$ cat config.mk
export PLATFORM = sky130hd
export DESIGN_NAME = erm16_bus_interface
export DESIGN_NICKNAME = d
export VERILOG_FILES = /design/src/rtl/erm16_bus_pkg.sv /design/src/rtl/bus_wait_timer.sv /design/src/rtl/erm16_bus_interface.sv
export SDC_FILE = /design/constraint.sdc
export NUM_CORES = 1
export LEC_CHECK = 0
export CELL_PAD_IN_SITES_DETAIL_PLACEMENT = 1
export CELL_PAD_IN_SITES_GLOBAL_PLACEMENT = 1
export CORE_UTILIZATION = 30
export CTS_BUF_LIST = sky130_fd_sc_hd__clkbuf_8
export DETAILED_ROUTE_END_ITERATION = 8
export PLACE_DENSITY_LB_ADDON = 0.3
export SLEW_MARGIN = 20
export SYNTH_ARGS = -nofsm -noshare
export SYNTH_HDL_FRONTEND = slang
export SYNTH_SLANG_ARGS = --single-unit
$ cat constraint.sdc
create_clock -name clk -period 2.7 [get_ports clk]
set_input_delay 0.27 -clock clk [delete_from_list [all_inputs] [get_ports clk]]
set_output_delay 0.27 -clock clk [all_outputs]
set_load 0.05 [all_outputs]
$ cat src/rtl/erm16_bus_pkg.sv
// Shared types and default constants for the ERM16 bus interface unit.
package erm16_bus_pkg;

  typedef enum logic [1:0] {
    IDLE    = 2'd0,
    MEM_ACC = 2'd1,
    IO_ACC  = 2'd2,
    RESP    = 2'd3
  } bus_state_t;

  localparam int unsigned DEF_MEM_WAIT   = 1;
  localparam int unsigned DEF_IO_TIMEOUT = 15;
  localparam logic [15:0] DEF_ERR_DATA   = 16'hFFFF;
  localparam int unsigned IO_AW          = 8;

endpackage

$ cat src/rtl/bus_wait_timer.sv
// 8-bit loadable down-counter shared by the memory wait and I/O timeout paths.
module bus_wait_timer (
  input  logic       clk,
  input  logic       rst,
  input  logic       load,
  input  logic       dec,
  input  logic [7:0] value,
  output logic [7:0] count,
  output logic       zero
);

  logic [7:0] count_q;

  always_ff @(posedge clk) begin
    if (rst) begin
      count_q <= 8'd0;
    end else if (load) begin
      count_q <= value;
    end else if (dec && (count_q != 8'd0)) begin
      count_q <= count_q - 8'd1;
    end
  end

  assign count = count_q;
  assign zero  = (count_q == 8'd0);

endmodule

$ cat src/rtl/erm16_bus_interface.sv
// Routes ERM16 core accesses to the memory or I/O port, with wait states and I/O timeout.
module erm16_bus_interface
  import erm16_bus_pkg::*;
#(
  parameter int unsigned MEM_WAIT   = DEF_MEM_WAIT,
  parameter int unsigned IO_TIMEOUT = DEF_IO_TIMEOUT,
  parameter logic [15:0] ERR_DATA   = DEF_ERR_DATA
) (
  input  logic             clk,
  input  logic             rst,
  input  logic             cpu_req,
  input  logic [15:0]      cpu_addr,
  input  logic [15:0]      cpu_do,
  input  logic             cpu_wrmem,
  input  logic             cpu_ioe,
  output logic [15:0]      cpu_di,
  output logic             cpu_ready,
  output logic             bus_err,
  output logic [15:0]      mem_addr,
  output logic [15:0]      mem_wdata,
  output logic             mem_re,
  output logic             mem_we,
  input  logic [15:0]      mem_rdata,
  output logic [IO_AW-1:0] io_addr,
  output logic [15:0]      io_wdata,
  output logic             io_rd,
  output logic             io_wr,
  input  logic [15:0]      io_rdata,
  input  logic             io_ack
);

  localparam logic [7:0] MemWaitLd   = 8'(MEM_WAIT);
  localparam logic [7:0] IoTimeoutLd = 8'(IO_TIMEOUT);

  bus_state_t       state_q, state_d;
  logic             wr_q, wr_d;
  logic             err_q, err_d;
  logic [15:0]      cpu_di_q, cpu_di_d;
  logic             ready_q, ready_d;
  logic             bus_err_q, bus_err_d;
  logic [15:0]      mem_addr_q, mem_addr_d;
  logic [15:0]      mem_wdata_q, mem_wdata_d;
  logic             mem_re_q, mem_re_d;
  logic             mem_we_q, mem_we_d;
  logic [IO_AW-1:0] io_addr_q, io_addr_d;
  logic [15:0]      io_wdata_q, io_wdata_d;
  logic             io_rd_q, io_rd_d;
  logic             io_wr_q, io_wr_d;

  logic       tmr_load, tmr_dec, tmr_zero;
  logic [7:0] tmr_value, tmr_count;

  bus_wait_timer u_timer (
    .clk   (clk),
    .rst   (rst),
    .load  (tmr_load),
    .dec   (tmr_dec),
    .value (tmr_value),
    .count (tmr_count),
    .zero  (tmr_zero)
  );

  always_comb begin
    state_d     = state_q;
    wr_d        = wr_q;
    err_d       = err_q;
    cpu_di_d    = cpu_di_q;
    ready_d     = 1'b0;
    bus_err_d   = 1'b0;
    mem_addr_d  = mem_addr_q;
    mem_wdata_d = mem_wdata_q;
    mem_re_d    = mem_re_q;
    mem_we_d    = mem_we_q;
    io_addr_d   = io_addr_q;
    io_wdata_d  = io_wdata_q;
    io_rd_d     = io_rd_q;
    io_wr_d     = io_wr_q;
    tmr_load    = 1'b0;
    tmr_dec     = 1'b0;
    tmr_value   = 8'd0;

    unique case (state_q)
      IDLE: begin
        if (cpu_req) begin
          wr_d        = cpu_wrmem;
          mem_addr_d  = cpu_addr;
          mem_wdata_d = cpu_do;
          io_addr_d   = cpu_addr[IO_AW-1:0];
          io_wdata_d  = cpu_do;
          tmr_load    = 1'b1;
          if (!cpu_ioe) begin
            state_d   = MEM_ACC;
            mem_re_d  = !cpu_wrmem;
            mem_we_d  = cpu_wrmem;
            tmr_value = MemWaitLd;
          end else begin
            state_d   = IO_ACC;
            io_rd_d   = !cpu_wrmem;
            io_wr_d   = cpu_wrmem;
            tmr_value = IoTimeoutLd;
          end
        end
      end
      MEM_ACC: begin
        if (tmr_zero) begin
          mem_re_d = 1'b0;
          mem_we_d = 1'b0;
          err_d    = 1'b0;
          if (!wr_q) cpu_di_d = mem_rdata;
          state_d  = RESP;
        end else begin
          tmr_dec = 1'b1;
        end
      end
      IO_ACC: begin
        // Acknowledge wins over a timeout falling in the same cycle.
        if (io_ack) begin
          io_rd_d = 1'b0;
          io_wr_d = 1'b0;
          err_d   = 1'b0;
          if (!wr_q) cpu_di_d = io_rdata;
          state_d = RESP;
        end else if (tmr_count == 8'd1) begin
          io_rd_d = 1'b0;
          io_wr_d = 1'b0;
          err_d   = 1'b1;
          if (!wr_q) cpu_di_d = ERR_DATA;
          state_d = RESP;
        end else begin
          tmr_dec = 1'b1;
        end
      end
      RESP: begin
        ready_d   = 1'b1;
        bus_err_d = err_q;
        state_d   = IDLE;
      end
      default: state_d = IDLE;
    endcase
  end

  always_ff @(posedge clk) begin
    if (rst) begin
      state_q     <= IDLE;
      wr_q        <= 1'b0;
      err_q       <= 1'b0;
      cpu_di_q    <= 16'd0;
      ready_q     <= 1'b0;
      bus_err_q   <= 1'b0;
      mem_addr_q  <= 16'd0;
      mem_wdata_q <= 16'd0;
      mem_re_q    <= 1'b0;
      mem_we_q    <= 1'b0;
      io_addr_q   <= '0;
      io_wdata_q  <= 16'd0;
      io_rd_q     <= 1'b0;
      io_wr_q     <= 1'b0;
    end else begin
      state_q     <= state_d;
      wr_q        <= wr_d;
      err_q       <= err_d;
      cpu_di_q    <= cpu_di_d;
      ready_q     <= ready_d;
      bus_err_q   <= bus_err_d;
      mem_addr_q  <= mem_addr_d;
      mem_wdata_q <= mem_wdata_d;
      mem_re_q    <= mem_re_d;
      mem_we_q    <= mem_we_d;
      io_addr_q   <= io_addr_d;
      io_wdata_q  <= io_wdata_d;
      io_rd_q     <= io_rd_d;
      io_wr_q     <= io_wr_d;
    end
  end

  assign cpu_di    = cpu_di_q;
  assign cpu_ready = ready_q;
  assign bus_err   = bus_err_q;
  assign mem_addr  = mem_addr_q;
  assign mem_wdata = mem_wdata_q;
  assign mem_re    = mem_re_q;
  assign mem_we    = mem_we_q;
  assign io_addr   = io_addr_q;
  assign io_wdata  = io_wdata_q;
  assign io_rd     = io_rd_q;
  assign io_wr     = io_wr_q;

endmodule

== Yosys cells after proc, flatten, opt, wreduce, memory -nomap -nowiden ==
Index checks and enable logic that the tools add are counted.

* Register bits: 74
* Bits in latches: 0
* RAM bits: 0
* Memory bits (read-only): 0
* Output and inout bits: 78
* Memories: 0

* Add/subtract/negate cells: 1
* $mul: 0
* Div/mod/pow operators: 0
* $lt $le $gt $ge: 0
* Equal/unequal tests: 11
* Shift operators: 0
* Mux-type cells: 43
* Bitwise operators: 1
* Reductions and logical operators: 16

{| class="wikitable"
|+ Operators with widths
! operator !! count
|-
| $mux W16 || 6
|-
| $pmux W16 S2 || 1
|-
| $mux W1 || 19
|-
| $mux W8 || 2
|-
| $mux W4 || 3
|-
| $ne A2 B2 Y1 const B || 6
|-
| $pmux W1 S2 || 6
|-
| $mux W2 || 5
|-
| $eq A8 B1 Y1 const B || 1
|-
| $logic_not A8 Y1 || 1
|-
| $pmux W2 S4 || 1
|-
| $reduce_and A4 Y1 || 2
|-
| $reduce_bool A2 Y1 || 4
|-
| $reduce_bool A8 Y1 || 1
|-
| $sub A8 B1 Y8 const B || 1
|-
| $reduce_and A3 Y1 || 2
|-
| $reduce_and A5 Y1 || 1
|-
| $eq A2 B2 Y1 const B || 2
|-
| $ne A3 B3 Y1 const B || 1
|-
| $eq A2 B1 Y1 const B || 1
|-
| $logic_not A2 Y1 || 1
|-
| $reduce_and A2 Y1 || 1
|-
| $reduce_or A2 Y1 || 1
|-
| $logic_and A1 B1 Y1 || 1
|-
| 2 further kinds || 2
|}

== Logic depth before layout (Yosys ltp) ==
* Depth after elaboration: 7
* Mapped depth: 9
* Gate-level depth less buffers: 6

== By module ==
Synthesis repeated with hierarchy kept, for this count alone.

* Cells, all modules: 365
* Area total of the unflattened synthesis: 3,067.9 um2

{| class="wikitable"
|+ By module, submodules not included
! module !! instances !! cells an instance !! area each (um2) !! sequential area each (um2)
|-
| erm16_bus_interface || 1 || 306 || 2,552.4 || 1,161.1
|-
| bus_wait_timer || 1 || 59 || 515.5 || 160.2
|}

== Worst setup path after synthesis ==
OpenSTA, ideal clock, no wires.

* Path kind: register -> register
* From: register u_timer.count_q[2] (netlist: u_timer.count[2])
* To: register cpu_di_q[0] (netlist: cpu_di[0])
* Library setup time: 0.121 ns
* Arrival: 2.101 ns
* Data required time: 2.579 ns
* Path slack: 0.478 ns
* Stages on the path, launching flop included: 7
* Path buffers: 2
* Cells stage by stage: dfxtp_1 > nor4_4 > a31oi_4 > or4_1 > buf_6 > buf_12 > mux2_4

* Cells in the longest elaborated chain, start to end: 3
* Elaborated cells between the ends (all ways): 5
* Classes of those cells: 3 x eq/ne; 2 x reduce/logical

{| class="wikitable"
|+ RTL lines
! what !! line !! text
|-
| start: declaration || bus_wait_timer.sv:12 || <nowiki>logic [7:0] count_q;</nowiki>
|-
| start signal: assignment || bus_wait_timer.sv:18 || <nowiki>count_q <= value;</nowiki>
|-
| start signal: assignment || bus_wait_timer.sv:20 || <nowiki>count_q <= count_q - 8'd1;</nowiki>
|-
| $eq A8 B1 Y1 / $logic_not A8 Y1 (equally long branches) || erm16_bus_interface.sv:123, bus_wait_timer.sv:25 ||
|-
| $ne A3 B3 Y1 (no source line) / $ne A2 B2 Y1 (equally long branches) || - ||
|-
| $reduce_and A5 Y1 (no source line) * || - ||
|-
| end signal: assignment || erm16_bus_interface.sv:162 || <nowiki>cpu_di_q <= cpu_di_d;</nowiki>
|-
| end: declaration || erm16_bus_interface.sv:38 || <nowiki>logic [15:0] cpu_di_q, cpu_di_d;</nowiki>
|}

Mark *: on every way between the ends. The rest lies on a longest branch, timed or not.
A chain may end at the register's enable or synchronous reset.

== Final worst setup path ==
* From: register u_timer.count_q[2] (netlist: u_timer.count[2])
* To: register cpu_di_q[9] (netlist: cpu_di[9])

The elaborated chain is that of the path after synthesis.

==> flow_summary_export.csv <==
group,metric,value,unit
power_and_ir_drop,p_leak,1.78,nW
final_layout,layout.nets,569,
cts,numCtsBuffers,9,
routing,drt_first_pass_iters,4,
yosys,synth.largest_area_cell,"dfxtp_1",
final_layout,nFillCells,1201,
critical_path,endpoint_kind,"flip-flop",
yosys,synth_top_family_by_area,"simple AND/OR/NAND/NOR gates",
final_layout,final_cell_mix,"146 x clkdlybuf4s50_1, 71 x nand2_1, 66 x dfxtp_1",
flow_run,drv_cap,0,
floorplan,pin_count,148,
yosys,synth-seq-cells,66,
cts,clockBufferDepth,2,
yosys,synthArstFlopShare,0,
global_route,grt_pass1_wl,15000,µm
cts,tritoncts,"built",
place,placed_area,4590,µm²
final_layout,final_cell_area,4780,µm²
min_path,hp-class,"reg2reg",
yosys,synth_cell_types,48,
critical_path,worstPathCellList,"nor4_4 > a31oi_4 > or4_1 > buf_4 > mux2_4",
yosys,yosysSeqAreaShare,0.416,
timing,rsz0062_at_grt,"false",
power_and_ir_drop,pwr_density_cell,1100,nW/µm²
yosys,synth_nets,449,
cts,h-tree-depth,3,
timing,skew,0.00331,ns
yosys,yosys_warnings,0,
critical_path,cp.arrival,2.49,ns
timing,worst_pin_slew,0.815,ns
final_layout,diodes,0,
power_and_ir_drop,switchingPower,2.43,mW
timing,setup_tns,0,ns
critical_path,worstSetupStartpointType,"flip-flop",
power_and_ir_drop,internal-power,2.83,mW
global_route,overflow,0,
critical_path,worstPathRequired,2.93,ns
place,io_buffers,147,
global_route,grt_pass1_vias,3114,
global_route,grt_usage,0.173,
yosys,synth.area.top_cells,"dfxtp_1 42%, nand2_1 8.4%, a21oi_1 6.0%, buf_4 5.7%, mux2_4 4.7%",
yosys,synthSimpleGateAreaFrac,0.203,
final_layout,syn2layout_area_growth,50.6,%
floorplan,die_h,105,µm
routing,wl_per_cell,14.7,µm
cts,cts-root-buf,"clkbuf_8",
cts,cts_hold_buf,0,
floorplan,coreArea,10300,µm²
cts,clkSinkCount,66,
timing,setup_violations,0,
final_layout,final_common_cell,"clkdlybuf4s50_1",
critical_path,slowest_stage,"or4_1",
yosys,synth_xor_area_frac,0,
power_and_ir_drop,p_seq_frac,0.270,
global_route,grt_max_degree,47,
yosys,synth-compound-area-share,0.182,
floorplan,num_rows,37,
global_route,antenna_found_initial,0,
yosys,synthMuxAreaShare,0.0717,
status,status,"finished, final reports clean",
timing,hold_viol,0,
timing,slew_headroom,0.457,
cts,clkLatencyLatePin,0.34,ns
floorplan,dieArea,11000,µm²
power_and_ir_drop,switching_share,0.463,
yosys,avgSynthCellArea,8.54,µm²
critical_path,crit_type,"reg2reg",
yosys,yosys.area.top_type_share,0.416,
power_and_ir_drop,pwr-share-clk,0.158,
routing,via_per_inst,4.85,
final_layout,drive_above_1_share,0.0949,
power_and_ir_drop,peakVddDrop,0.648,mV
critical_path,critical-path-max-stage-delay,0.52,ns
cts,cts_resized,0,
cts,post_cts_buffers,0,
place,hpwl,6850,µm
timing,fin_crit,2.25,ns
routing,drc,0,
critical_path,crit_fanout,16,
yosys,synthAdderAreaFrac,0.0276,
floorplan,die_width,105,µm
power_and_ir_drop,comb_power_share,0.572,
routing,vias,3058,
timing,finalCritPeriodShare,0.834,
yosys,synth_cells,372,
place,routabilityCongestion,0.808,
timing,maxSlewViolCount,0,
routing,wl,9310,µm
yosys,synthFlopType,"dfxtp_1",
routing,postRouteAntennaNets,0,
cts,clk_pin_slew_worst_paths,0.07,ns
yosys,netlist_area,3180,µm²
floorplan,start_util,0.309,
yosys,synth_edf_count,0,
timing,timing.fmax,444,MHz
routing,dr.first_iter.drc_count,135,
[worst paths after layout]
path	startpoint	end	slack, ns	cells after the start
worst max register to register	u_timer.count[2]	cpu_di[9]	0.45	5
worst min register to register	mem_addr[15]	mem_addr[15]	0.47	2
worst min-delay path	mem_addr[15]	mem_addr[15]	0.47	2
worst max-delay path	u_timer.count[2]	cpu_di[9]	0.45	5
[critical path, delay by kind of cell (launching register included)]
kind / cells / cell delay (ns)
AOI/OAI and AO/OA: 1 / 0.19
muxes: 1 / 0.32
buffers and inverters: 1 / 0.24
DFF: 1 / 0.36
and+or+nand+nor: 2 / 1.02
[metrics by stage]
| stage | utilization | worst slack (ns) | power [mW] | hold slack, ns | cells |
|---|---|---|---|---|---|
| after floorplan | - | 0.478 | 3.61 | 0.406 | 372 |
| after global routing | 0.466 | 0.355 | 5.54 | 0.477 | 631 |
| final | 0.466 | 0.447 | 5.26 | 0.467 | 631 |
| after detailed placement | 0.447 | 0.448 | 4.46 | 0.458 | 617 |
| after CTS | 0.466 | 0.443 | 5.32 | 0.457 | 631 |
| after global placement | 0.447 | 0.493 | 4.39 | 0.442 | 617 |
[cells by family after synthesis]
family,Yosys count
buffers and inverters,54
flip-flops,66
AND/OR/NAND/NOR,136
multiplexers,17
AO/OA/AOI/OAI,92
adder cells (fa/ha/maj),7
[registers in the layout (all words and copies together) (netlist names), 2 cells and up]
name	cells
cpu_di	16
io_wdata	16
state_q	2
u_timer.count	8
mem_addr	16
[power by group through the flow]
stage          combinational (mW)  clock (mW)  sequential, mW
2_1_floorplan                1.46           0            2.16
3_3_place_gp                 2.96           0            1.42
3_5_place_dp                 3.02           0            1.44
4_1_cts                      3.04       0.862            1.42
5_1_grt                      3.19       0.897            1.45
6_report                     3.01       0.833            1.42
[cells in the mapped netlist (2+ instances only)]
cell type and n:
dfxtp_1 66, mux2_4 10, a21oi_1 38, or4_1 3
o21ai_0 9, nand2_1 71, o22ai_1 17, nor4_1 3
o21a_1 2, or2_2 2, mux2_2 6, nor2b_1 20
buf_1 2, inv_1 7, a31o_2 2, o31a_1 2
buf_4 24, and2_1 2, or3_1 3, ha_1 7
clkbuf_1 19, nand2b_1 2, nor2_1 21, a221oi_1 2
a31oi_1 5, o211a_1 2, nor3_1 2, o211ai_1 3
[metal layers]
| layer | GRT usage | vias to the layer above | routed length, µm |
|---|---|---|---|
| met5 | 0 | - | 0 |
| met4 | 0.0785 | 0 | 184 |
| met3 | 0.0374 | 16 | 496 |
| met2 | 0.307 | 104 | 4460 |
| met1 | 0.198 | 1442 | 4170 |
| li1 | - | 1496 | - |
[final cells by class]
type | count | area [µm²] | share of cell area
multi-input cells | 252 | 1540 | 0.322
repair buffers | 156 | 1530 | 0.321
flip-flops and latches | 66 | 1320 | 0.276
well taps | 136 | 170 | 0.0356
clock buffers | 11 | 151 | 0.0316
clock inverters | 3 | 41.3 | 0.00863
inverters | 7 | 26.3 | 0.00549
(Power assumes the default switching activity.)
